**src/rtl/handshake_constant_seq_if.sv**
```systemverilog
`default_nettype none
// ============================================================================
//  Module      : handshake_constant_seq_if
//  Description : Valid/ready channel bundle for the constant-sequence source.
//                One control channel comes in (data-less token) and one data
//                channel goes out.
//  Signals     : ctrl_valid  - control token offered (master -> slave)
//                ctrl_ready  - control token accepted (slave -> master)
//                outs        - current constant (slave -> master)
//                outs_last   - outs is the final table entry (slave -> master)
//                outs_valid  - output token present (slave -> master)
//                outs_ready  - consumer accepts output (master -> slave)
//  Revision    : 1.0 - initial release
// ============================================================================
interface handshake_constant_seq_if #(
   parameter int DATA_WIDTH = 32
);
   logic                  ctrl_valid;
   logic                  ctrl_ready;
   logic [DATA_WIDTH-1:0] outs;
   logic                  outs_last;
   logic                  outs_valid;
   logic                  outs_ready;

   // Environment side: offers control tokens, consumes constants.
   modport master (
      output ctrl_valid,
      input  ctrl_ready,
      input  outs,
      input  outs_last,
      input  outs_valid,
      output outs_ready
   );

   // Constant source side.
   modport slave (
      input  ctrl_valid,
      output ctrl_ready,
      output outs,
      output outs_last,
      output outs_valid,
      input  outs_ready
   );
endinterface
`default_nettype wire

```
**src/rtl/handshake_constant_seq.sv**
```systemverilog
`default_nettype none
// ============================================================================
//  Module      : handshake_constant_seq
//  Description : Dataflow constant source. Each accepted control token loads
//                the next entry of a parametrised constant table into a
//                one-slot registered output buffer. The index either wraps
//                to entry 0 or saturates on the last entry.
//  Ports       : clk - rising-edge clock
//                rst - synchronous active-high reset
//                hs  - slave view of the control/output handshake bundle
//  Revision    : 1.0 - initial release
// ============================================================================
module handshake_constant_seq #(
   parameter int                            DATA_WIDTH = 32,
   parameter int                            DEPTH      = 4,
   parameter logic [DEPTH*DATA_WIDTH-1:0]   VALUES     = '0,
   parameter int                            WRAP       = 1
) (
   input  wire logic               clk,
   input  wire logic               rst,
   handshake_constant_seq_if.slave hs
);

   localparam int                IDX_W      = (DEPTH > 1) ? $clog2(DEPTH) : 1;
   localparam logic [IDX_W-1:0]  c_LAST_IDX = IDX_W'(DEPTH - 1);

   logic [IDX_W-1:0]      r_idx;
   logic                  r_full;
   logic [DATA_WIDTH-1:0] r_data;
   logic                  r_last;

   logic                  w_ctrl_ready;
   logic                  w_load;
   logic                  w_at_last;
   logic [DATA_WIDTH-1:0] w_entry;
   logic [IDX_W-1:0]      w_idx_next;

   // The slot can take a new token when empty or when it drains this cycle;
   // this is the only combinational path and it comes from outs_ready alone.
   assign w_ctrl_ready = !r_full || hs.outs_ready;
   assign w_load       = hs.ctrl_valid && w_ctrl_ready;
   assign w_at_last    = (r_idx == c_LAST_IDX);

   // Table lookup as a compare-and-select mux so no index past DEPTH-1 is
   // ever formed, even when DEPTH is not a power of two.
   always_comb begin
      w_entry = '0;
      for (int i = 0; i < DEPTH; i++) begin
         if (r_idx == IDX_W'(i)) begin
            w_entry = VALUES[i*DATA_WIDTH +: DATA_WIDTH];
         end
      end
   end

   // Wrap/saturate resolved in the load cycle, so there is no bubble at the
   // end of the table. With DEPTH == 1 both branches yield 0.
   always_comb begin
      w_idx_next = r_idx + 1'b1;
      if (w_at_last) begin
         w_idx_next = (WRAP != 0) ? '0 : c_LAST_IDX;
      end
   end

   always_ff @(posedge clk) begin
      if (rst) begin
         r_idx  <= '0;
         r_full <= 1'b0;
         r_data <= '0;
         r_last <= 1'b0;
      end else if (w_load) begin
         // A load during a drain simply replaces the slot contents.
         r_idx  <= w_idx_next;
         r_full <= 1'b1;
         r_data <= w_entry;
         r_last <= w_at_last;
      end else if (r_full && hs.outs_ready) begin
         r_full <= 1'b0;
      end
   end

   assign hs.ctrl_ready = w_ctrl_ready;
   assign hs.outs_valid = r_full;
   assign hs.outs       = r_data;
   assign hs.outs_last  = r_last;

endmodule
`default_nettype wire

```
**src/flat_wrapper.sv**
```systemverilog
// flat-port wrapper written by rule: the top's interface ports become plain ports
module handshake_constant_seq_flat 
#(
   parameter int                            DATA_WIDTH = 32,
   parameter int                            DEPTH      = 4,
   parameter logic [DEPTH*DATA_WIDTH-1:0]   VALUES     = '0,
   parameter int                            WRAP       = 1
)
  (clk, rst, hs_ctrl_valid, hs_ctrl_ready, hs_outs, hs_outs_last, hs_outs_valid, hs_outs_ready);
  handshake_constant_seq_if #(.DATA_WIDTH(DATA_WIDTH)) hs_i ();
  input  wire logic clk;
  input  wire logic rst;
  input wire logic [$bits(hs_i.ctrl_valid)-1:0] hs_ctrl_valid;
  output wire logic [$bits(hs_i.ctrl_ready)-1:0] hs_ctrl_ready;
  output wire logic [$bits(hs_i.outs)-1:0] hs_outs;
  output wire logic [$bits(hs_i.outs_last)-1:0] hs_outs_last;
  output wire logic [$bits(hs_i.outs_valid)-1:0] hs_outs_valid;
  input wire logic [$bits(hs_i.outs_ready)-1:0] hs_outs_ready;
  assign hs_i.ctrl_valid = hs_ctrl_valid;
  assign hs_ctrl_ready = hs_i.ctrl_ready;
  assign hs_outs = hs_i.outs;
  assign hs_outs_last = hs_i.outs_last;
  assign hs_outs_valid = hs_i.outs_valid;
  assign hs_i.outs_ready = hs_outs_ready;
  handshake_constant_seq #(.DATA_WIDTH(DATA_WIDTH), .DEPTH(DEPTH), .VALUES(VALUES), .WRAP(WRAP)) u_core (.clk(clk), .rst(rst), .hs(hs_i));
endmodule
```
**config.mk**
```make
export PLATFORM = sky130hd
export DESIGN_NAME = handshake_constant_seq_flat
export DESIGN_NICKNAME = d
export VERILOG_FILES = /design/src/rtl/handshake_constant_seq_if.sv /design/src/rtl/handshake_constant_seq.sv /design/src/flat_wrapper.sv
export SDC_FILE = /design/constraint.sdc
export NUM_CORES = 1
export LEC_CHECK = 0
export CAP_MARGIN = 10
export CORE_MARGIN = 2
export CORE_UTILIZATION = 27
export DETAILED_ROUTE_END_ITERATION = 8
export PLACE_DENSITY = 0.85
export SLEW_MARGIN = 20
export SYNTH_ARGS = -nofsm -noshare
export SYNTH_HDL_FRONTEND = slang
export SYNTH_SLANG_ARGS = --single-unit
```
**constraint.sdc**
```tcl
create_clock -name clk -period 0.9 [get_ports clk]
set_input_delay 0.18 -clock clk [delete_from_list [all_inputs] [get_ports clk]]
set_output_delay 0.18 -clock clk [all_outputs]
set_load 0.01 [all_outputs]
```
==> results of run 1 <==
==> path summary, 6_finish.rpt <==
kind	end	depth (start not counted)	slack, ps
worst max register to register	u_core.r_idx[0]	4	-10
worst min-delay path	u_core.hs.outs_last	3	420
worst max-delay path	hs_ctrl_ready	2	-40
worst min register to register	u_core.hs.outs_last	2	580
==> power breakdown <==
part	internal, mW	total (mW)	switching, mW	leakage (nW)
logic	0.0484	0.144	0.0959	0.198
clock network	0.149	0.215	0.0663	0.0138
registers	0.189	0.196	0.00765	0.0334
==> per-stage QoR <==
stage | cell area, µm² | setup TNS [ps] | std cells | hold slack (ps) | utilization [%]
floorplan | 553.0 | 0 | 83 | 241.7 | -
global placement | 404.1 | -2067 | 75 | 561.2 | 26.83
detailed placement | 404.1 | -2195 | 75 | 564.9 | 26.83
CTS | 439.2 | -71.01 | 78 | 409.1 | 29.15
global route | 442.9 | -193.4 | 78 | 441.8 | 29.40
finish | 442.9 | -51.36 | 78 | 415.7 | 29.40
==> worst max-delay path, cell delays in order, from the launching register on <==
cell,delay (ps)
dfxtp_4,360
nand2b_4,60
buf_6,120
==> repair_timing <==
item,CTS,global route
setup endpoints to repair,6,4
resized for setup,22,1
pin swaps,5,2
gates cloned,0,0
==> per-layer routing <==
layer | GRT usage (%) | vias up
met5 | 0 | -
met4 | 5.455 | 0
met3 | 4.082 | 0
met2 | 8.529 | 24
met1 | 7.654 | 117
li1 | - | 123
==> cells in the mapped netlist (all sizes together) <==
| master | count | share of area [%] |
|---|---|---|
| buf | 33 | 58 |
| a21oi | 4 | 4.6 |
| nor3 | 1 | 1.1 |
| a21bo | 2 | 4.6 |
| ha | 1 | 2.9 |
| a31o | 1 | 2.0 |
| nand2b | 2 | 4.6 |
| inv | 1 | 0.86 |
| conb | 1 | 0.86 |
| dfxtp | 4 | 18 |
| nand3 | 2 | 2.3 |
==> cells in the final DEF, fill, tap and decap left out <==
cell           count
dfxtp_4            1
a21bo_1            2
buf_2              1
conb_1            32
nand2b_1           1
inv_1              1
buf_4              2
clkbuf_4           3
nand3_1            2
a31o_2             1
buf_6              3
a21oi_1            1
ha_1               1
nand2b_4           1
a21oi_2            3
dfxtp_1            3
dlygate4sd2_1      3
nor3_2             1
==> state kept, by name, summed over array words and instances (netlist names) <==
signal                count
u_core.r_idx              2
u_core.hs.outs_valid      1
u_core.hs.outs_last       1
==> layout make-up <==
type | instances | area (µm²) | share of cell area (%)
Tap cell | 16 | 20.02 | 4.520
Timing Repair Buffer | 9 | 80.08 | 18.08
Sequential cell | 4 | 83.83 | 18.93
Clock buffer | 3 | 22.52 | 5.085
Multi-Input combinational cell | 45 | 232.7 | 52.54
Inverter | 1 | 3.754 | 0.8475
==> logic make-up after synthesis <==
| group | Yosys count | share of synthesized area [%] |
|---|---|---|
| buffers and inverters | 34 | 58.62 |
| AO/OA/AOI/OAI | 7 | 11.21 |
| AND/OR/NAND/NOR | 5 | 8.045 |
| flip-flops | 4 | 18.39 |
| adder cells (fa/ha/maj) | 1 | 2.873 |
| other | 1 | 0.8612 |
==> qor.csv, run 1 <==
metric;value;unit
status;finished, violations left;
failed_checks;negative setup slack;
leakage;0.2449;nW
finalWorstSetupSlack;-41.19;ps
p_total;0.5556;mW
maxCapViolCount;0;
period_minus_slack;941.2;ps
syn_avg_cell_area;8.373;µm²
cp-startpoint;u_core.hs.outs_valid;
synth.yosys.warnings;0;
r2r-start;u_core.hs.outs_valid;
initial_core_util;28.90;%
hold_violations;0;
fin_nets;69;
wl;590;µm
finalCritPeriodShare;104.6;%
critPathLaunchType;flip-flop;
dp_slack;-555.8;ps
dieWidth;44.16;µm
path_class;reg2out;
routed_via_density;3.385;
cts_hold_buf;0;
cp.arrival;760;ps
antenna_found_initial;0;
drt-pass1-iter-count;4;
n_antenna_cell;0;
drive_gt1_share;25.81;%
die_height;44.16;µm
route.met3.wl;83;µm
gp_congestion;0.5800;
core;1506;µm²
drc;0;
grt_use_total;6.639;%
fillers;168;
synth_area;435.4;µm²
hpwl;497.6;µm
grt_pass1_wl;862;µm
top_layer;met3;
max_clock_freq;1062;MHz
grt_start_max_net_pins;8;
grt_overflow_total;0;
cts_tree;done;
portBuffers;6;
clkLatencyLatePin;230;ps
cp-end-kind;output port;
wl_met1;201;µm
holdCritStartpoint;rst;
ys_ff_latch;4;
drv_slew;0;
cts_buffer_depth;2;
skew;2.208;ps
synth.yosys.seq_area_share;18.39;%
drt-initial-drc-count;3;
synth.distinct_cells;13;
rows;14;
h-tree-depth;1;
ir_drop;0.0004179;V
rsz0062_at_grt;yes;
wl_per_cell;7.564;µm
finalSetupViolCount;2;
p_per_area;1254;nW/µm²
ios;39;
die_area;1950;µm²
cts_inserted_buffers;3;
routed-via-count;264;
hp-class;in2reg;
cts.sinks;4;
antenna_left;0;
grt_pass1_vias;190;
worst-path-max-fanout;2;
postCtsSetupBuffers;0;
met2_length;304;µm
area_growth;1.724;%
required;720;ps
clkSlewWorstSetupHoldPaths;40;ps
netlist_instances;52;
clockRootBuffer;clkbuf_4;
No activity file was read; power rests on OpenSTA's default activity.
==> run 2: changes to the inputs <==
--- a/config.mk
+++ b/config.mk
@@ -5,7 +5,7 @@
 export SDC_FILE = /design/constraint.sdc
 export NUM_CORES = 1
 export LEC_CHECK = 0
-export CAP_MARGIN = 10
+export CAP_MARGIN = 20
 export CORE_MARGIN = 2
 export CORE_UTILIZATION = 27
 export DETAILED_ROUTE_END_ITERATION = 8
==> results of run 2 <==
The final DEF is identical to that of run 1; final timing and power are the same.
==> run 3: changes to the inputs <==
--- a/config.mk
+++ b/config.mk
@@ -6,7 +6,8 @@
 export NUM_CORES = 1
 export LEC_CHECK = 0
 export CAP_MARGIN = 20
-export CORE_MARGIN = 2
+export CORE_ASPECT_RATIO = 1.1
+export CORE_MARGIN = 1.5
 export CORE_UTILIZATION = 27
 export DETAILED_ROUTE_END_ITERATION = 8
 export PLACE_DENSITY = 0.85
==> constraint.sdc (replaced) <==
create_clock -name clk -period 0.9 [get_ports clk]
set_input_delay 0.135 -clock clk [delete_from_list [all_inputs] [get_ports clk]]
set_output_delay 0.135 -clock clk [all_outputs]
set_load 0.01 [all_outputs]
==> run 3 against run 2 <==
  * The run still ends with negative setup slack left
  * Clock power rose by 2%
  * Sequential cell count did not move
  * Clock skew rose by 4.2 ps
==> qor.csv, run 3 (synthesized netlist as in run 1, its figures left out) <==
metric;value;unit
wl_per_cell;7.709;µm
ir_drop;0.0008660;V
ios;39;
clkSlewWorstSetupHoldPaths;40;ps
gp_congestion;0.5938;
path_class;reg2reg;
hold_violations;0;
clkLatencyLatePin;240;ps
max_clock_freq;1084;MHz
finalSetupViolCount;2;
mostFrequentLayoutCells;conb_1, a21oi_2, clkbuf_4, dfxtp_2;
cp-startpoint;u_core.hs.outs_valid;
rsz0062_at_grt;yes;
skew;6.412;ps
cts_buffer_depth;2;
maxCapViolCount;0;
dieWidth;41.29;µm
antenna_left;0;
fillers;173;
r2r_setup_slack;-20;ps
status;finished, violations left;
routed-via-count;253;
required;1060;ps
critPathLaunchType;flip-flop;
r2r-start;u_core.hs.outs_valid;
endpoint;u_core.r_idx[1];
failed_checks;negative setup slack;
antenna_found_initial;0;
drt-initial-drc-count;3;
postCtsSetupBuffers;0;
grt_use_total;6.654;%
drt-pass1-iter-count;4;
utilization;30.08;%
h-tree-depth;1;
largest_register_ffs;2;
finalWorstSetupSlack;-22.40;ps
r2r_cells;4;
regMostFlops;u_core.r_idx;
cp-end-kind;flip-flop;
clockRootBuffer;clkbuf_4;
leakage;0.2540;nW
area_growth;6.322;%
n_antenna_cell;0;
final_common_cell;conb_1;
p_per_area;1245;nW/µm²
portBuffers;6;
drive_gt1_share;32.26;%
die_height;45.12;µm
die_area;1863;µm²
fin_nets;69;
p_total;0.5765;mW
grt_pass1_wl;710;µm
cts_inserted_buffers;3;
place_area;405.4;µm²
cp.arrival;1080;ps
worst-path-max-fanout;7;
initial_core_util;28.29;%
rows;15;
routed_via_density;3.203;
grt_pass1_vias;177;
grt_overflow_total;0;
dp_slack;-482.7;ps
wl;609;µm
r2r_end;u_core.r_idx[1];
holdWs;277.0;ps
core;1539;µm²
hpwl;391.1;µm
cts_tree;done;
drv_slew;0;
period_minus_slack;922.4;ps
drc;0;
design_area;462.9;µm²
cts.sinks;4;
grt_start_max_net_pins;8;
finalCritPeriodShare;102.5;%
hp-class;in2reg;
## run 3: area by class of cell
type	instances	area, µm²	share of cell area, %
inverters	1	3.754	0.8108
repair buffers	9	78.83	17.03
flip-flops and latches	4	83.83	18.11
well taps	17	21.27	4.595
multi-input cells	45	252.7	54.59
clock buffers	3	22.52	4.865
## run 3: layer usage
metal,vias to the layer above,GRT usage [%],share of wire [%]
met2,27,7.813,46
met4,0,3.871,0
met3,0,8.867,16
li1,121,-,-
met1,105,6.042,37
met5,-,0,0
## run 3: worst min path at each step
stage                                end                start  slack, ps  cells after the start
CTS                 u_core.hs.outs_valid        hs_outs_ready        430                      4
global placement         u_core.r_idx[1]      u_core.r_idx[1]        560                      2
global route        u_core.hs.outs_valid                  rst        280                      3
floorplan           u_core.hs.outs_valid                  rst        200                      1
detailed placement   u_core.hs.outs_last  u_core.hs.outs_last        560                      2
finish              u_core.hs.outs_valid                  rst        280                      3
## run 3: power by group
group          switching (mW)  leakage [nW]  internal [mW]
registers              0.0110        0.0338          0.192
clock network          0.0714        0.0138          0.149
logic                  0.0992         0.206         0.0540
total                   0.182         0.254          0.395
## run 3: timing repair
action | CTS | global route
setup endpoints to repair | 6 | 4
hold buffers | 0 | 0
gates resized for setup | 15 | 10
pin swaps | 4 | 4
## run 3: worst max-delay path, cell delays in order (launching register included)
cell      delay, ps
dfxtp_2         340
nand2b_4         60
buf_6           130
a21bo_1         180
a21oi_2         130
## run 3: stage by stage
stage	TNS [ps]	std cells
after floorplan	0	83
after global placement	-1648	76
after detailed placement	-1781	76
after CTS	-34.82	79
after global routing	-123.3	79
final	-36.86	79
